==> config.mk <==
export PLATFORM = sky130hd
export DESIGN_NAME = serial_adder_flat
export DESIGN_NICKNAME = d
export VERILOG_FILES = /design/src/rtl/serial_arith_pkg.sv /design/src/rtl/serial_adder_if.sv /design/src/rtl/full_adder_cell.sv /design/src/rtl/serial_adder.sv /design/src/flat_wrapper.sv
export SDC_FILE = /design/constraint.sdc
export NUM_CORES = 1
export LEC_CHECK = 0
export BUFFER_PORTS_ARGS = -buffer_cell sky130_fd_sc_hd__buf_2
export CORE_AREA = 8 8 89 91
export DETAILED_ROUTE_END_ITERATION = 8
export DIE_AREA = 0 0 97 99
export SLEW_MARGIN = 20
export SYNTH_ARGS = -nofsm -noshare
export SYNTH_HDL_FRONTEND = slang
export SYNTH_SLANG_ARGS = --single-unit
==> constraint.sdc <==
create_clock -name clk -period 1.9 [get_ports clk]
set_clock_uncertainty 0.1 [all_clocks]
set_input_delay 0.095 -clock clk [delete_from_list [all_inputs] [get_ports clk]]
set_output_delay 0.095 -clock clk [all_outputs]
set_load 0.1 [all_outputs]
==> src/rtl/serial_arith_pkg.sv <==
// Shared FSM encoding and operation-mode constants for the serial adder.
package serial_arith_pkg;

  typedef logic [1:0] state_t;

  localparam state_t ST_IDLE = 2'd0;
  localparam state_t ST_RUN  = 2'd1;
  localparam state_t ST_FIN  = 2'd2;

  localparam logic MODE_ADD = 1'b0;
  localparam logic MODE_SUB = 1'b1;

endpackage

==> src/rtl/serial_adder_if.sv <==
// Request/result bundle between a requester and the serial adder.
interface serial_adder_if #(
  parameter int unsigned WIDTH = 8
) ();

  logic             start;
  logic             mode;
  logic [WIDTH-1:0] a;
  logic [WIDTH-1:0] b;
  logic             cin;
  logic [WIDTH-1:0] s;
  logic             cout;
  logic             ovf;
  logic             busy;
  logic             done;

  modport master (
    output start, mode, a, b, cin,
    input  s, cout, ovf, busy, done
  );

  modport slave (
    input  start, mode, a, b, cin,
    output s, cout, ovf, busy, done
  );

endinterface

==> src/rtl/full_adder_cell.sv <==
// One-bit full adder; the only arithmetic element of the serial datapath.
module full_adder_cell (
  input  logic a,
  input  logic b,
  input  logic ci,
  output logic s,
  output logic co
);

  // Sum and carry of three input bits.
  always_comb begin
    s  = a ^ b ^ ci;
    co = (a & b) | (ci & (a ^ b));
  end

endmodule

==> src/rtl/serial_adder.sv <==
// Bit-serial add/subtract: one bit per cycle, LSB first, results committed atomically.
module serial_adder
  import serial_arith_pkg::*;
#(
  parameter int unsigned WIDTH = 8
) (
  input logic          clk,
  input logic          rst_n,
  serial_adder_if.slave bus
);

  localparam int unsigned CNT_W = $clog2(WIDTH + 1);

  state_t           state;
  state_t           next_state;
  logic             accept_c;
  logic             last_c;
  logic [WIDTH-1:0] a_sr;
  logic [WIDTH-1:0] b_sr;
  logic [WIDTH-1:0] sum_sr;
  logic [WIDTH:0]   sum_ext_c;
  logic [WIDTH-1:0] sum_next_c;
  logic             carry;
  logic [CNT_W-1:0] cnt;
  logic             fa_s;
  logic             fa_co;
  logic [WIDTH-1:0] s_q;
  logic             cout_q;
  logic             ovf_q;
  logic             busy_q;
  logic             done_q;

  // A request is taken whenever no operation is in flight.
  assign accept_c   = bus.start && (state != ST_RUN);
  assign last_c     = (state == ST_RUN) && (cnt == CNT_W'(WIDTH - 1));
  assign sum_ext_c  = {fa_s, sum_sr};
  assign sum_next_c = sum_ext_c[WIDTH:1];

  full_adder_cell u_fa (
    .a  (a_sr[0]),
    .b  (b_sr[0]),
    .ci (carry),
    .s  (fa_s),
    .co (fa_co)
  );

  // Next-state logic: RUN for WIDTH cycles, FIN for one, chaining on a new request.
  always_comb begin
    next_state = state;
    case (state)
      ST_IDLE: if (accept_c) next_state = ST_RUN;
      ST_RUN:  if (last_c)   next_state = ST_FIN;
      ST_FIN:  next_state = accept_c ? ST_RUN : ST_IDLE;
      default: next_state = ST_IDLE;
    endcase
  end

  // State register.
  always_ff @(posedge clk or negedge rst_n) begin
    if (!rst_n) state <= ST_IDLE;
    else        state <= next_state;
  end

  // Operand capture, per-bit shifting and atomic result commit.
  always_ff @(posedge clk or negedge rst_n) begin
    if (!rst_n) begin
      a_sr   <= '0;
      b_sr   <= '0;
      sum_sr <= '0;
      carry  <= 1'b0;
      cnt    <= '0;
      s_q    <= '0;
      cout_q <= 1'b0;
      ovf_q  <= 1'b0;
    end else begin
      if (accept_c) begin
        a_sr   <= bus.a;
        b_sr   <= bus.b ^ {WIDTH{bus.mode}};
        carry  <= (bus.mode == MODE_SUB) ? 1'b1 : bus.cin;
        sum_sr <= '0;
        cnt    <= '0;
      end else if (state == ST_RUN) begin
        a_sr   <= a_sr >> 1;
        b_sr   <= b_sr >> 1;
        sum_sr <= sum_next_c;
        carry  <= fa_co;
        cnt    <= cnt + CNT_W'(1);
      end
      if (last_c) begin
        s_q    <= sum_next_c;
        cout_q <= fa_co;
        ovf_q  <= carry ^ fa_co;
      end
    end
  end

  // Status flags registered from the next state so they align with it.
  always_ff @(posedge clk or negedge rst_n) begin
    if (!rst_n) begin
      busy_q <= 1'b0;
      done_q <= 1'b0;
    end else begin
      busy_q <= (next_state == ST_RUN);
      done_q <= (next_state == ST_FIN);
    end
  end

  assign bus.s    = s_q;
  assign bus.cout = cout_q;
  assign bus.ovf  = ovf_q;
  assign bus.busy = busy_q;
  assign bus.done = done_q;

endmodule

==> src/flat_wrapper.sv <==
// flat-port wrapper written by rule: the top's interface ports become plain ports
module serial_adder_flat import serial_arith_pkg::*;
#(
  parameter int unsigned WIDTH = 8
)
  (clk, rst_n, bus_start, bus_mode, bus_a, bus_b, bus_cin, bus_s, bus_cout, bus_ovf, bus_busy, bus_done);
  serial_adder_if #(.WIDTH(WIDTH)) bus_i ();
  input logic clk;
  input logic rst_n;
  input wire logic [$bits(bus_i.start)-1:0] bus_start;
  input wire logic [$bits(bus_i.mode)-1:0] bus_mode;
  input wire logic [$bits(bus_i.a)-1:0] bus_a;
  input wire logic [$bits(bus_i.b)-1:0] bus_b;
  input wire logic [$bits(bus_i.cin)-1:0] bus_cin;
  output wire logic [$bits(bus_i.s)-1:0] bus_s;
  output wire logic [$bits(bus_i.cout)-1:0] bus_cout;
  output wire logic [$bits(bus_i.ovf)-1:0] bus_ovf;
  output wire logic [$bits(bus_i.busy)-1:0] bus_busy;
  output wire logic [$bits(bus_i.done)-1:0] bus_done;
  assign bus_i.start = bus_start;
  assign bus_i.mode = bus_mode;
  assign bus_i.a = bus_a;
  assign bus_i.b = bus_b;
  assign bus_i.cin = bus_cin;
  assign bus_s = bus_i.s;
  assign bus_cout = bus_i.cout;
  assign bus_ovf = bus_i.ovf;
  assign bus_busy = bus_i.busy;
  assign bus_done = bus_i.done;
  serial_adder #(.WIDTH(WIDTH)) u_core (.clk(clk), .rst_n(rst_n), .bus(bus_i));
endmodule
==> run_results.csv, run 1 <==
group,metric,value,unit
die,die_height,99,microns
job,count_of_max_cap_constraint_violations,0,
power,intPower,2.08,mW
clocking,clk-insertion-delay-late,290,ps
route,dr_total_vias,1247,
die,initial_core_util,0.285,
power,share_seq_of_total_power,0.380,
power,p_leak,1.11,nW
synth,syn-cell-area,1870,sq um
timing,final_hold_viol_count,0,
clocking,cts_root_buffer,"sky130_fd_sc_hd__clkbuf_8",
worst_setup_path,worst_setup_sp,"u_core.cnt[0]$_DFFE_PN0P_",
timing,timing.setup.tns,0,ps
timing,grt_setup_unrepaired,"no",
power,power.net_switching,1.88,mW
die,die_w,97,microns
timing,max_freq,0.606,GHz
grt,number_of_antenna_violations_at_the_first_check_in_global_routing,0,
placed_design,dpl-instance-area,2130,sq um
worst_setup_path,setup.worst_path.end_class,"flop",
power,vdd_ir_drop_max,1.03,mV
synth,largest_family_of_logic_cells_by_synthesized_area,"multiplexers",
timing,worst_hold_slack,10.7,ps
worst_setup_path,reg2reg_slack,250,ps
die,ioPinCount,33,
timing,finalCritPeriodShare,0.868,
worst_setup_path,critPathSlowestCell,"sky130_fd_sc_hd__dfrtp_1",
finish,area_growth,21.0,%
finish,finalNetCount,225,
placed_design,portBuffers,32,
synth,synth_area_leader_cell,"sky130_fd_sc_hd__dfrtp_1",
placed_design,gp_congestion,0.712,
route,via_per_inst,4.41,
clocking,htree_levels,2,
grt,grt.busiest_layer,"met2",
grt,grt_use_met2,0.113,
synth,syn_inst,165,
clocking,clkSinkCount,42,
route,drcViolationCount,0,
die,floorplan_core_area,6570,sq um
synth,synth_area_leaders,"sky130_fd_sc_hd__dfrtp_1 (56%), sky130_fd_sc_hd__mux2i_1 (8.5%), sky130_fd_sc_hd__mux2_2 (7.2%)",
synth,yosys_warnings,0,
timing,tightestPinTransition,548,ps
clocking,cts_setup_buffers,0,
worst_hold_path,holdCritPathClass,"in -> reg",
worst_setup_path,timing.critical_path.max_delay_family,"flip-flops",
route,dr.pass1.iters,4,
clocking,cts_resized,0,
clocking,clk_transition_reported_paths,80,ps
grt,wire_length_of_the_first_global_routing_pass,6130,microns
synth,synth_xor_area_frac,0.0421,
finish,fin_area,2270,sq um
synth,yosys.area_share.adder,0.0174,
worst_setup_path,worstReg2RegEnd,"u_core.bus.s[2]$_DFFE_PN0P_",
grt,gr-total-overflow,0,
finish,postLayoutCoreUtil,0.345,
worst_setup_path,worst_path_largest_cell_delay,380,ps
finish,num_antenna_cells,0,
synth,yosys.area_share.simple,0.107,
die,row_count,30,
synth,synth_mux_area_frac,0.158,
synth,synthDistinctLibCells,24,
synth,synth-seq-cells,42,
clocking,cts_tree,"done",
worst_setup_path,sequence_of_cells_on_the_critical_path,"ha_1 > nand3b_4 > nor3b_2 > buf_4 > mux2_2",
timing,final_period_minus_worst_setup_slack,1650,ps
power,total_power,3.96,mW
synth,synth_top_area_frac,0.561,
worst_hold_path,min_path_cells,3,
placed_design,place.detailed.hpwl,2460,microns
die,dieArea,9600,sq um
grt,use_met1,0.0984,
route,drt-initial-drc-count,47,
power,power_switching_share,0.475,
timing,finalSetupViolCount,0,
worst_setup_path,cp.required,1980,ps
finish,post_route_cells_drive_above_1_share,0.286,
run_status,outcome,"completed",
clocking,cts_made_buffers,5,
route,wire_length_per_cell,12.1,microns
grt,pin_count_of_the_biggest_net_entering_global_routing,35,
synth,mappedNetlistNets,188,
route,postRouteWirelength,3430,microns
timing,slew_viol_final,0,
synth,synth_compound_area_frac,0.0821,
grt,global_route.usage.total,0.0770,
clocking,cts.path.max_buffers,2,
worst_setup_path,r2r_start,"u_core.cnt[0]$_DFFE_PN0P_",
worst_setup_path,cp_num_cells,5,
timing,slew-limit-headroom,0.634,
worst_setup_path,worst-endpoint-arrival,1730,ps
worst_setup_path,worst-path-max-fanout,11,
power,clock_power_share,0.149,
grt,use_met3,0.0322,
worst_setup_path,kind_of_critical_path,"reg -> reg",
worst_setup_path,crit_end,"u_core.bus.s[2]$_DFFE_PN0P_",
worst_setup_path,worst_r2r_path_cells,5,
worst_setup_path,startpoint_type,"flop",
power,combinationalPowerShare,0.471,
grt,grt_pass1_vias,1278,
synth,post_synth.cell_area_avg,11.4,sq um
power,power-per-cell-area,1750,nW/um^2
worst_setup_path,worstPathBufferInverterCount,1,
clocking,hold_buffer_count_at_cts,5,
synth,synth-seq-area-share,0.561,
route,drt.antenna.violating_nets,0,
[synth_stat cells, drive strengths merged]
library cell  instances
a211o                 1
a211oi                1
a21oi                 1
and3                  1
buf                   9
clkbuf                2
dfrtp                42
fa                    1
ha                    1
inv                   1
mux2                 12
mux2i                16
nand2                33
nand3                 1
nand3b                1
nor2                  3
nor2b                 1
nor3b                 3
o21a                  1
o21ai                25
xnor2                 1
xor2                  8
[area by class of cell]
cell class / count / area (sq um)
sequential: 42 / 1050
clock buffer: 7 / 86.3
fill: 663 / 4300
tap: 80 / 100
multi-input combinational: 111 / 768
timing repair buffer: 41 / 253
clock inverter: 1 / 5.00
inverter: 1 / 3.75
[kinds of logic (layout without fill, tap and decap cells)]
| logic type | count (synthesis) | after routing |
|---|---|---|
| buf+inv | 12 | 50 |
| flops | 42 | 42 |
| xor+xnor | 9 | 9 |
| fa+ha+maj | 2 | 2 |
| mux | 28 | 28 |
| compound gates | 29 | 29 |
| simple gates | 43 | 43 |
[metal layers]
| layer | wire length (microns) | part of all wire |
|---|---|---|
| met1 | 1730 | 0.50 |
| met2 | 1440 | 0.42 |
| met3 | 213 | 0.062 |
| met4 | 43 | 0.013 |
| met5 | 0 | 0 |
[cells in the final DEF, fill, tap and decap left out]
master / synthesis / layout
sky130_fd_sc_hd__a211o_1: 1 / 1
sky130_fd_sc_hd__a211oi_1: 1 / 1
sky130_fd_sc_hd__a21oi_1: 1 / 1
sky130_fd_sc_hd__and3_1: 1 / 1
sky130_fd_sc_hd__buf_12: 0 / 1
sky130_fd_sc_hd__buf_2: 8 / 32
sky130_fd_sc_hd__buf_4: 0 / 3
sky130_fd_sc_hd__clkbuf_1: 2 / 1
sky130_fd_sc_hd__clkbuf_8: 0 / 6
sky130_fd_sc_hd__clkinv_2: 0 / 1
sky130_fd_sc_hd__dfrtp_1: 42 / 42
sky130_fd_sc_hd__dlygate4sd3_1: 0 / 5
sky130_fd_sc_hd__fa_1: 1 / 1
sky130_fd_sc_hd__ha_1: 1 / 1
sky130_fd_sc_hd__inv_1: 1 / 1
sky130_fd_sc_hd__mux2_2: 12 / 12
sky130_fd_sc_hd__mux2i_1: 16 / 16
sky130_fd_sc_hd__nand2_1: 33 / 33
sky130_fd_sc_hd__nand3_1: 1 / 1
sky130_fd_sc_hd__nand3b_4: 1 / 1
sky130_fd_sc_hd__nor2_1: 3 / 3
sky130_fd_sc_hd__nor2b_4: 0 / 1
sky130_fd_sc_hd__nor3b_1: 2 / 2
sky130_fd_sc_hd__nor3b_2: 1 / 1
sky130_fd_sc_hd__o21a_1: 1 / 1
sky130_fd_sc_hd__o21ai_0: 25 / 25
sky130_fd_sc_hd__xnor2_1: 1 / 1
sky130_fd_sc_hd__xor2_1: 8 / 8
[metrics by stage]
step / setup WS, ps / std cells
finish: 250 / 283
detailed placement: 235 / 270
CTS: 233 / 283
global placement: 278 / 270
global route: 100 / 283
floorplan: 303 / 165
[how the worst min path moves through the flow]
| stage | start | end |
|---|---|---|
| 3_3_place_gp | rst_n | u_core.bus.busy$_DFF_PN0_ |
| 4_1_cts | bus_a[3] | u_core.a_sr[3]$_DFFE_PN0P_ |
| 6_report | bus_a[3] | u_core.a_sr[3]$_DFFE_PN0P_ |
| 3_5_place_dp | rst_n | u_core.bus.busy$_DFF_PN0_ |
| 2_1_floorplan | rst_n | u_core.a_sr[0]$_DFFE_PN0P_ |
| 5_1_grt | bus_a[1] | u_core.a_sr[1]$_DFFE_PN0P_ |
[registers in the layout (all words and copies together) (netlist names)]
register         cells
u_core.bus.busy      1
u_core.bus.cout      1
u_core.carry         1
u_core.bus.done      1
u_core.cnt           4
u_core.a_sr          8
u_core.bus.ovf       1
u_core.b_sr          8
u_core.state         2
u_core.bus.s         8
u_core.sum_sr        7
[worst min-delay path: stages]
cell and delay (ps):
sky130_fd_sc_hd__buf_2 80, sky130_fd_sc_hd__mux2i_1 50, sky130_fd_sc_hd__o21ai_0 130
[power by group through the flow]
stage	Clock [mW]	Sequential, mW	Combinational (mW)
finish	0.589	1.50	1.86
global route	0.650	1.56	2.03
CTS	0.619	1.51	1.89
detailed placement	0	1.53	1.88
global placement	0	1.52	1.86
floorplan	0	2.33	0.726
Power figures use the tool's default switching activity.
==> inputs of run 2 (changes only) <==
--- a/config.mk
+++ b/config.mk
@@ -6,10 +6,15 @@
 export NUM_CORES = 1
 export LEC_CHECK = 0
 export BUFFER_PORTS_ARGS = -buffer_cell sky130_fd_sc_hd__buf_2
+export CELL_PAD_IN_SITES_DETAIL_PLACEMENT = 2
+export CELL_PAD_IN_SITES_GLOBAL_PLACEMENT = 2
 export CORE_AREA = 8 8 89 91
 export DETAILED_ROUTE_END_ITERATION = 8
 export DIE_AREA = 0 0 97 99
+export PLACE_DENSITY_LB_ADDON = 0.1
+export REMOVE_ABC_BUFFERS = 1
 export SLEW_MARGIN = 20
 export SYNTH_ARGS = -nofsm -noshare
 export SYNTH_HDL_FRONTEND = slang
+export SYNTH_HIERARCHICAL = 1
 export SYNTH_SLANG_ARGS = --single-unit
==> run 2 against run 1 <==
Effect of this change: clock power rose by 48%; die area unchanged; cell count is 0.35% higher; synthesized cell count unchanged; sequential cell count unchanged; utilization is 0.88 points higher; via count increased by 7.9%; combinational power grew 8%; largest power group unchanged.
==> run_results.csv, run 2 <==
group,metric,value,unit
die,dieArea,9600,sq um
finish,num_antenna_cells,0,
synth,synth-seq-area-share,0.552,
power,total_power,4.41,mW
synth,post_synth.cell_area_avg,11.5,sq um
clocking,htree_levels,2,
worst_hold_path,hold_startpoint,"bus_a[6]",
timing,tightestPinTransition,490,ps
clocking,cts_root_buffer,"sky130_fd_sc_hd__clkbuf_8",
timing,slew-limit-headroom,0.675,
die,die_w,97,microns
die,floorplan_core_area,6570,sq um
grt,pin_count_of_the_biggest_net_entering_global_routing,26,
route,drt.antenna.violating_nets,0,
clocking,clk_transition_reported_paths,80,ps
finish,total_area_of_multi_input_combinational_cells,790,sq um
route,via_per_inst,4.74,
die,ioPinCount,33,
power,power-per-cell-area,1900,nW/um^2
clocking,cts_setup_buffers,0,
finish,finalNetCount,226,
timing,finalCritPeriodShare,0.889,
clocking,cts_resized,0,
die,die_height,99,microns
grt,wire_length_of_the_first_global_routing_pass,7860,microns
power,p_leak,1.11,nW
timing,finalSetupViolCount,0,
finish,register_area,1050,sq um
timing,slew_viol_final,0,
timing,final_hold_viol_count,0,
grt,global_route.usage.total,0.0995,
synth,yosysMostFrequentCell,"sky130_fd_sc_hd__dfrtp_1",
grt,grt_pass1_vias,1558,
worst_setup_path,kind_of_critical_path,"reg -> reg",
clocking,clkSinkCount,42,
timing,final_period_minus_worst_setup_slack,1690,ps
grt,number_of_antenna_violations_at_the_first_check_in_global_routing,0,
timing,grt_setup_unrepaired,"no",
synth,asyncSetResetFlopFracSynth,1.00,
worst_hold_path,holdCritPathClass,"in -> reg",
finish,most-common-layout-cells,"sky130_fd_sc_hd__dfrtp_1 (42), sky130_fd_sc_hd__buf_2 (32), sky130_fd_sc_hd__nand2_1 (32), sky130_fd_sc_hd__o21ai_0 (27), sky130_fd_sc_hd__mux2i_1 (16)",
job,count_of_max_cap_constraint_violations,0,
worst_setup_path,worst_path_largest_cell_delay,390,ps
synth,synth_area_leaders,"sky130_fd_sc_hd__dfrtp_1 (55%), sky130_fd_sc_hd__mux2i_1 (8.4%), sky130_fd_sc_hd__mux2_4 (7.1%)",
synth,synth_top_area_frac,0.552,
timing,worst_hold_slack,13.5,ps
route,dr_total_vias,1346,
placed_design,portBuffers,32,
worst_setup_path,critPathSlowestCell,"sky130_fd_sc_hd__dfrtp_1",
finish,area_growth,22.2,%
placed_design,dpl-instance-area,2140,sq um
die,row_count,30,
worst_setup_path,cp.required,1980,ps
worst_setup_path,worstPathBufferInverterCount,1,
clocking,clk-insertion-delay-late,290,ps
clocking,cts.path.max_buffers,2,
worst_setup_path,worst-endpoint-arrival,1770,ps
finish,final.fill_count,691,
clocking,cts_tree,"done",
synth,synthDistinctLibCells,26,
finish,final_common_cell,"sky130_fd_sc_hd__dfrtp_1",
worst_setup_path,sequence_of_cells_on_the_critical_path,"ha_1 > nand2_2 > nor3_4 > buf_4 > mux2_2",
clocking,cts_made_buffers,5,
worst_setup_path,r2r_start,"u_core/cnt[0]$_DFFE_PN0P_",
route,wire_length_per_cell,15.7,microns
worst_setup_path,timing.critical_path.max_delay_family,"flip-flops",
route,drt-initial-drc-count,29,
run_status,outcome,"completed",
synth,yosys_warnings,6,
worst_setup_path,worst-path-max-fanout,11,
synth,syn_inst,165,
finish,fin_area,2320,sq um
finish,postLayoutCoreUtil,0.354,
route,drcViolationCount,0,
power,vdd_ir_drop_max,1.14,mV
worst_setup_path,worst_setup_sp,"u_core/cnt[0]$_DFFE_PN0P_",
synth,ys_top_cells_by_count,"sky130_fd_sc_hd__dfrtp_1 (42), sky130_fd_sc_hd__nand2_1 (32), sky130_fd_sc_hd__o21ai_0 (27), sky130_fd_sc_hd__mux2i_1 (16)",
route,dr.pass1.iters,2,
clocking,hold_buffer_count_at_cts,4,
worst_setup_path,startpoint_type,"flop",
synth,synth-seq-cells,42,
timing,timing.setup.tns,0,ps
synth,postSynth.topFlopCell,"sky130_fd_sc_hd__dfrtp_1",
die,initial_core_util,0.290,
grt,gr-total-overflow,0,
placed_design,gp_congestion,0.653,
synth,syn-cell-area,1900,sq um
worst_setup_path,setup.worst_path.end_class,"flop",
timing,max_freq,0.592,GHz
finish,post_route_cells_drive_above_1_share,0.289,
synth,synth_edf_count,0,
placed_design,place.detailed.hpwl,3260,microns
route,postRouteWirelength,4460,microns
synth,synth_area_leader_cell,"sky130_fd_sc_hd__dfrtp_1",
-- run 2: changes by cell type in the layout (fill, tap and decap cells not counted), sizes merged, moves of 2 or more --
cell	before	now
bufinv	0	2
nand3	1	3
o21ai	25	28
nor3b	3	0
nor3	0	2
-- run 2: path summary, 6_finish.rpt --
path	endpoint	slack (ps)	cells after the start
setup / recovery	u_core/bus.s[3]$_DFFE_PN0P_	210	5
hold / removal	u_core/a_sr[6]$_DFFE_PN0P_	10	3
setup reg to reg	u_core/bus.s[3]$_DFFE_PN0P_	210	5
hold reg to reg	u_core/a_sr[0]$_DFFE_PN0P_	370	2
max in group asynchronous	u_core/a_sr[1]$_DFFE_PN0P_	820	3
min in group asynchronous	u_core/sum_sr[1]$_DFFE_PN0P_	170	2
-- run 2: final cells by class --
type	count	area share
inverters	1	0.00161
well taps	80	0.0431
repair buffers	41	0.102
clock inverters	2	0.0258
multi-input cells	112	0.340
clock buffers	6	0.0355
flip-flops and latches	42	0.452
-- run 2: report_power, final --
| group | internal [mW] | switching, mW |
|---|---|---|
| combinational | 0.548 | 1.46 |
| sequential | 1.28 | 0.257 |
| clock | 0.561 | 0.309 |
-- run 2: kinds of logic after synthesis --
group,count (synthesis),synth area share
XOR/XNOR,10,0.0460
buffers and inverters,11,0.0329
adder cells (fa/ha/maj),2,0.0171
flip-flops,42,0.552
AO/OA/AOI/OAI,31,0.0842
multiplexers,27,0.167
AND/OR/NAND/NOR,42,0.101
-- run 2: per-layer routing --
layer | track usage | wire length, microns | vias to the layer above
met4 | 0.0320 | 50 | 0
met3 | 0.0329 | 219 | 7
met2 | 0.169 | 2250 | 25
met1 | 0.115 | 1930 | 687
li1 | - | - | 627
met5 | 0 | 0 | -
-- run 2: worst min-delay path, stage by stage --
cell and delay [ps]:
sky130_fd_sc_hd__buf_2 80, sky130_fd_sc_hd__mux2i_1 50, sky130_fd_sc_hd__o21ai_0 140
-- run 2: through the flow --
step           std cells  worst slack [ps]
3_5_place_dp         272               184
3_3_place_gp         272               282
4_1_cts              284               198
2_1_floorplan        155               165
6_report             284               211
5_1_grt              284              91.3
==> inputs of run 3 (changes only) <==
--- a/config.mk
+++ b/config.mk
@@ -16,5 +16,4 @@
 export SLEW_MARGIN = 20
 export SYNTH_ARGS = -nofsm -noshare
 export SYNTH_HDL_FRONTEND = slang
-export SYNTH_HIERARCHICAL = 1
 export SYNTH_SLANG_ARGS = --single-unit
==> run 3 against run 2 <==
Effect of this change: worst hold slack worse by 7.5 ps; clock power is 31% lower; global-route usage hardly changed; critical endpoint is now u_core.bus.ovf$_DFFE_PN0P_; total power is 8.1% lower; cell count is 0.70% lower; first-iteration DRC count is 28% lower.
==> run_results.csv, run 3 (synthesized netlist as in run 1, its figures left out) <==
group,metric,value,unit
placed_design,gp_congestion,0.679,
clocking,clk_transition_reported_paths,80,ps
timing,final_period_minus_worst_setup_slack,1740,ps
worst_setup_path,sequence_of_cells_on_the_critical_path,"ha_1 > nand3b_4 > nor3b_2 > buf_4 > mux2_2",
grt,gr-total-overflow,0,
grt,number_of_antenna_violations_at_the_first_check_in_global_routing,0,
timing,grt_setup_unrepaired,"no",
die,row_count,30,
finish,most-common-layout-cells,"sky130_fd_sc_hd__dfrtp_1 (42), sky130_fd_sc_hd__nand2_1 (33), sky130_fd_sc_hd__buf_2 (32), sky130_fd_sc_hd__o21ai_0 (25), sky130_fd_sc_hd__mux2i_1 (16)",
grt,wire_length_of_the_first_global_routing_pass,7900,microns
clocking,htree_levels,2,
finish,final_common_cell,"sky130_fd_sc_hd__dfrtp_1",
worst_setup_path,worstPathBufferInverterCount,1,
clocking,cts.path.max_buffers,2,
grt,pin_count_of_the_biggest_net_entering_global_routing,35,
clocking,cts_setup_buffers,0,
finish,post_route_cells_drive_above_1_share,0.302,
worst_setup_path,kind_of_critical_path,"reg -> reg",
power,power-per-cell-area,1810,nW/um^2
timing,final_hold_viol_count,0,
die,floorplan_core_area,6570,sq um
timing,finalSetupViolCount,0,
die,dieArea,9600,sq um
worst_setup_path,worst-path-max-fanout,11,
worst_setup_path,critPathSlowestCell,"sky130_fd_sc_hd__dfrtp_1",
timing,finalCritPeriodShare,0.916,
placed_design,dpl-instance-area,2130,sq um
clocking,cts_made_buffers,5,
finish,area_growth,19.7,%
finish,stdcell_count,282,
route,drt-initial-drc-count,21,
clocking,clk-insertion-delay-late,290,ps
die,ioPinCount,33,
worst_setup_path,startpoint_type,"flop",
worst_setup_path,worst_path_largest_cell_delay,390,ps
placed_design,portBuffers,32,
clocking,cts_tree,"done",
timing,slew-limit-headroom,0.674,
finish,finalNetCount,224,
finish,fin_area,2240,sq um
worst_setup_path,worst-endpoint-arrival,1820,ps
grt,grt_pass1_vias,1612,
placed_design,place_inst,272,
route,drcViolationCount,0,
route,dr_total_vias,1344,
finish,num_antenna_cells,0,
timing,tightestPinTransition,492,ps
die,initial_core_util,0.285,
route,postRouteWirelength,4630,microns
finish,final.fill_count,709,
power,p_leak,1.10,nW
clocking,cts_root_buffer,"sky130_fd_sc_hd__clkbuf_8",
timing,max_freq,0.574,GHz
clocking,cts_resized,0,
die,die_height,99,microns
clocking,hold_buffer_count_at_cts,2,
power,vdd_ir_drop_max,1.00,mV
route,dr.pass1.iters,4,
route,wire_length_per_cell,16.4,microns
worst_setup_path,cp.required,1980,ps
route,drt.antenna.violating_nets,0,
die,die_w,97,microns
route,via_per_inst,4.77,
worst_hold_path,holdCritPathClass,"in -> reg",
job,count_of_max_cap_constraint_violations,0,
timing,slew_viol_final,0,
placed_design,place.detailed.hpwl,3450,microns
worst_setup_path,timing.critical_path.max_delay_family,"flip-flops",
worst_setup_path,setup.worst_path.end_class,"flop",
grt,global_route.usage.total,0.0993,
run_status,outcome,"completed",
clocking,clkSinkCount,42,
[run 3: final timing paths]
path                                             from                           to  slack (ps)  cells past startpoint
max reg2reg                 u_core.cnt[0]$_DFFE_PN0P_   u_core.bus.ovf$_DFFE_PN0P_         160                      5
max                         u_core.cnt[0]$_DFFE_PN0P_   u_core.bus.ovf$_DFFE_PN0P_         160                      5
max in group asynchronous                       rst_n   u_core.b_sr[0]$_DFFE_PN0P_        1000                      3
min in group asynchronous                       rst_n  u_core.bus.s[1]$_DFFE_PN0P_         150                      2
min                                          bus_a[4]   u_core.a_sr[4]$_DFFE_PN0P_           6                      3
min reg2reg                u_core.b_sr[3]$_DFFE_PN0P_   u_core.b_sr[2]$_DFFE_PN0P_         390                      2
[run 3: metrics by stage]
step	worst slack, ps	TNS [ps]	power [mW]	hold slack, ps	util
finish	159	0	4.05	6.03	0.342
global route	90.6	0	4.34	23.7	0.342
floorplan	-807	-18610	2.99	-301	-
CTS	125	0	4.15	4.83	0.342
detailed placement	145	0	3.52	-49.8	0.324
global placement	257	0	3.40	-52.8	0.324
[run 3: area by class of cell]
| cell class | instances | area, sq um | share of cell area |
|---|---|---|---|
| flip-flops and latches | 42 | 1050 | 0.468 |
| multi-input cells | 111 | 768 | 0.342 |
| repair buffers | 40 | 225 | 0.100 |
| well taps | 80 | 100 | 0.0446 |
| clock buffers | 6 | 82.6 | 0.0368 |
| clock inverters | 2 | 12.5 | 0.00558 |
| inverters | 1 | 3.75 | 0.00167 |
[run 3: power breakdown]
part	switching, mW	total [mW]	internal, mW
sequential	0.257	1.53	1.28
clock	0.306	0.598	0.292
combinational	1.41	1.92	0.507
[run 3: worst register-to-register path, delay by kind of cell (launching register included)]
family / cells / cell delay (ps)
flops: 1 / 390
buf+inv: 1 / 230
fa+ha+maj: 1 / 250
simple gates: 2 / 310
mux: 1 / 360
[run 3: layer usage]
layer  global-route usage  part of all wire
met1                0.107              0.41
met3               0.0301             0.040
met5                    0                 0
met2                0.185              0.54
met4               0.0213            0.0050
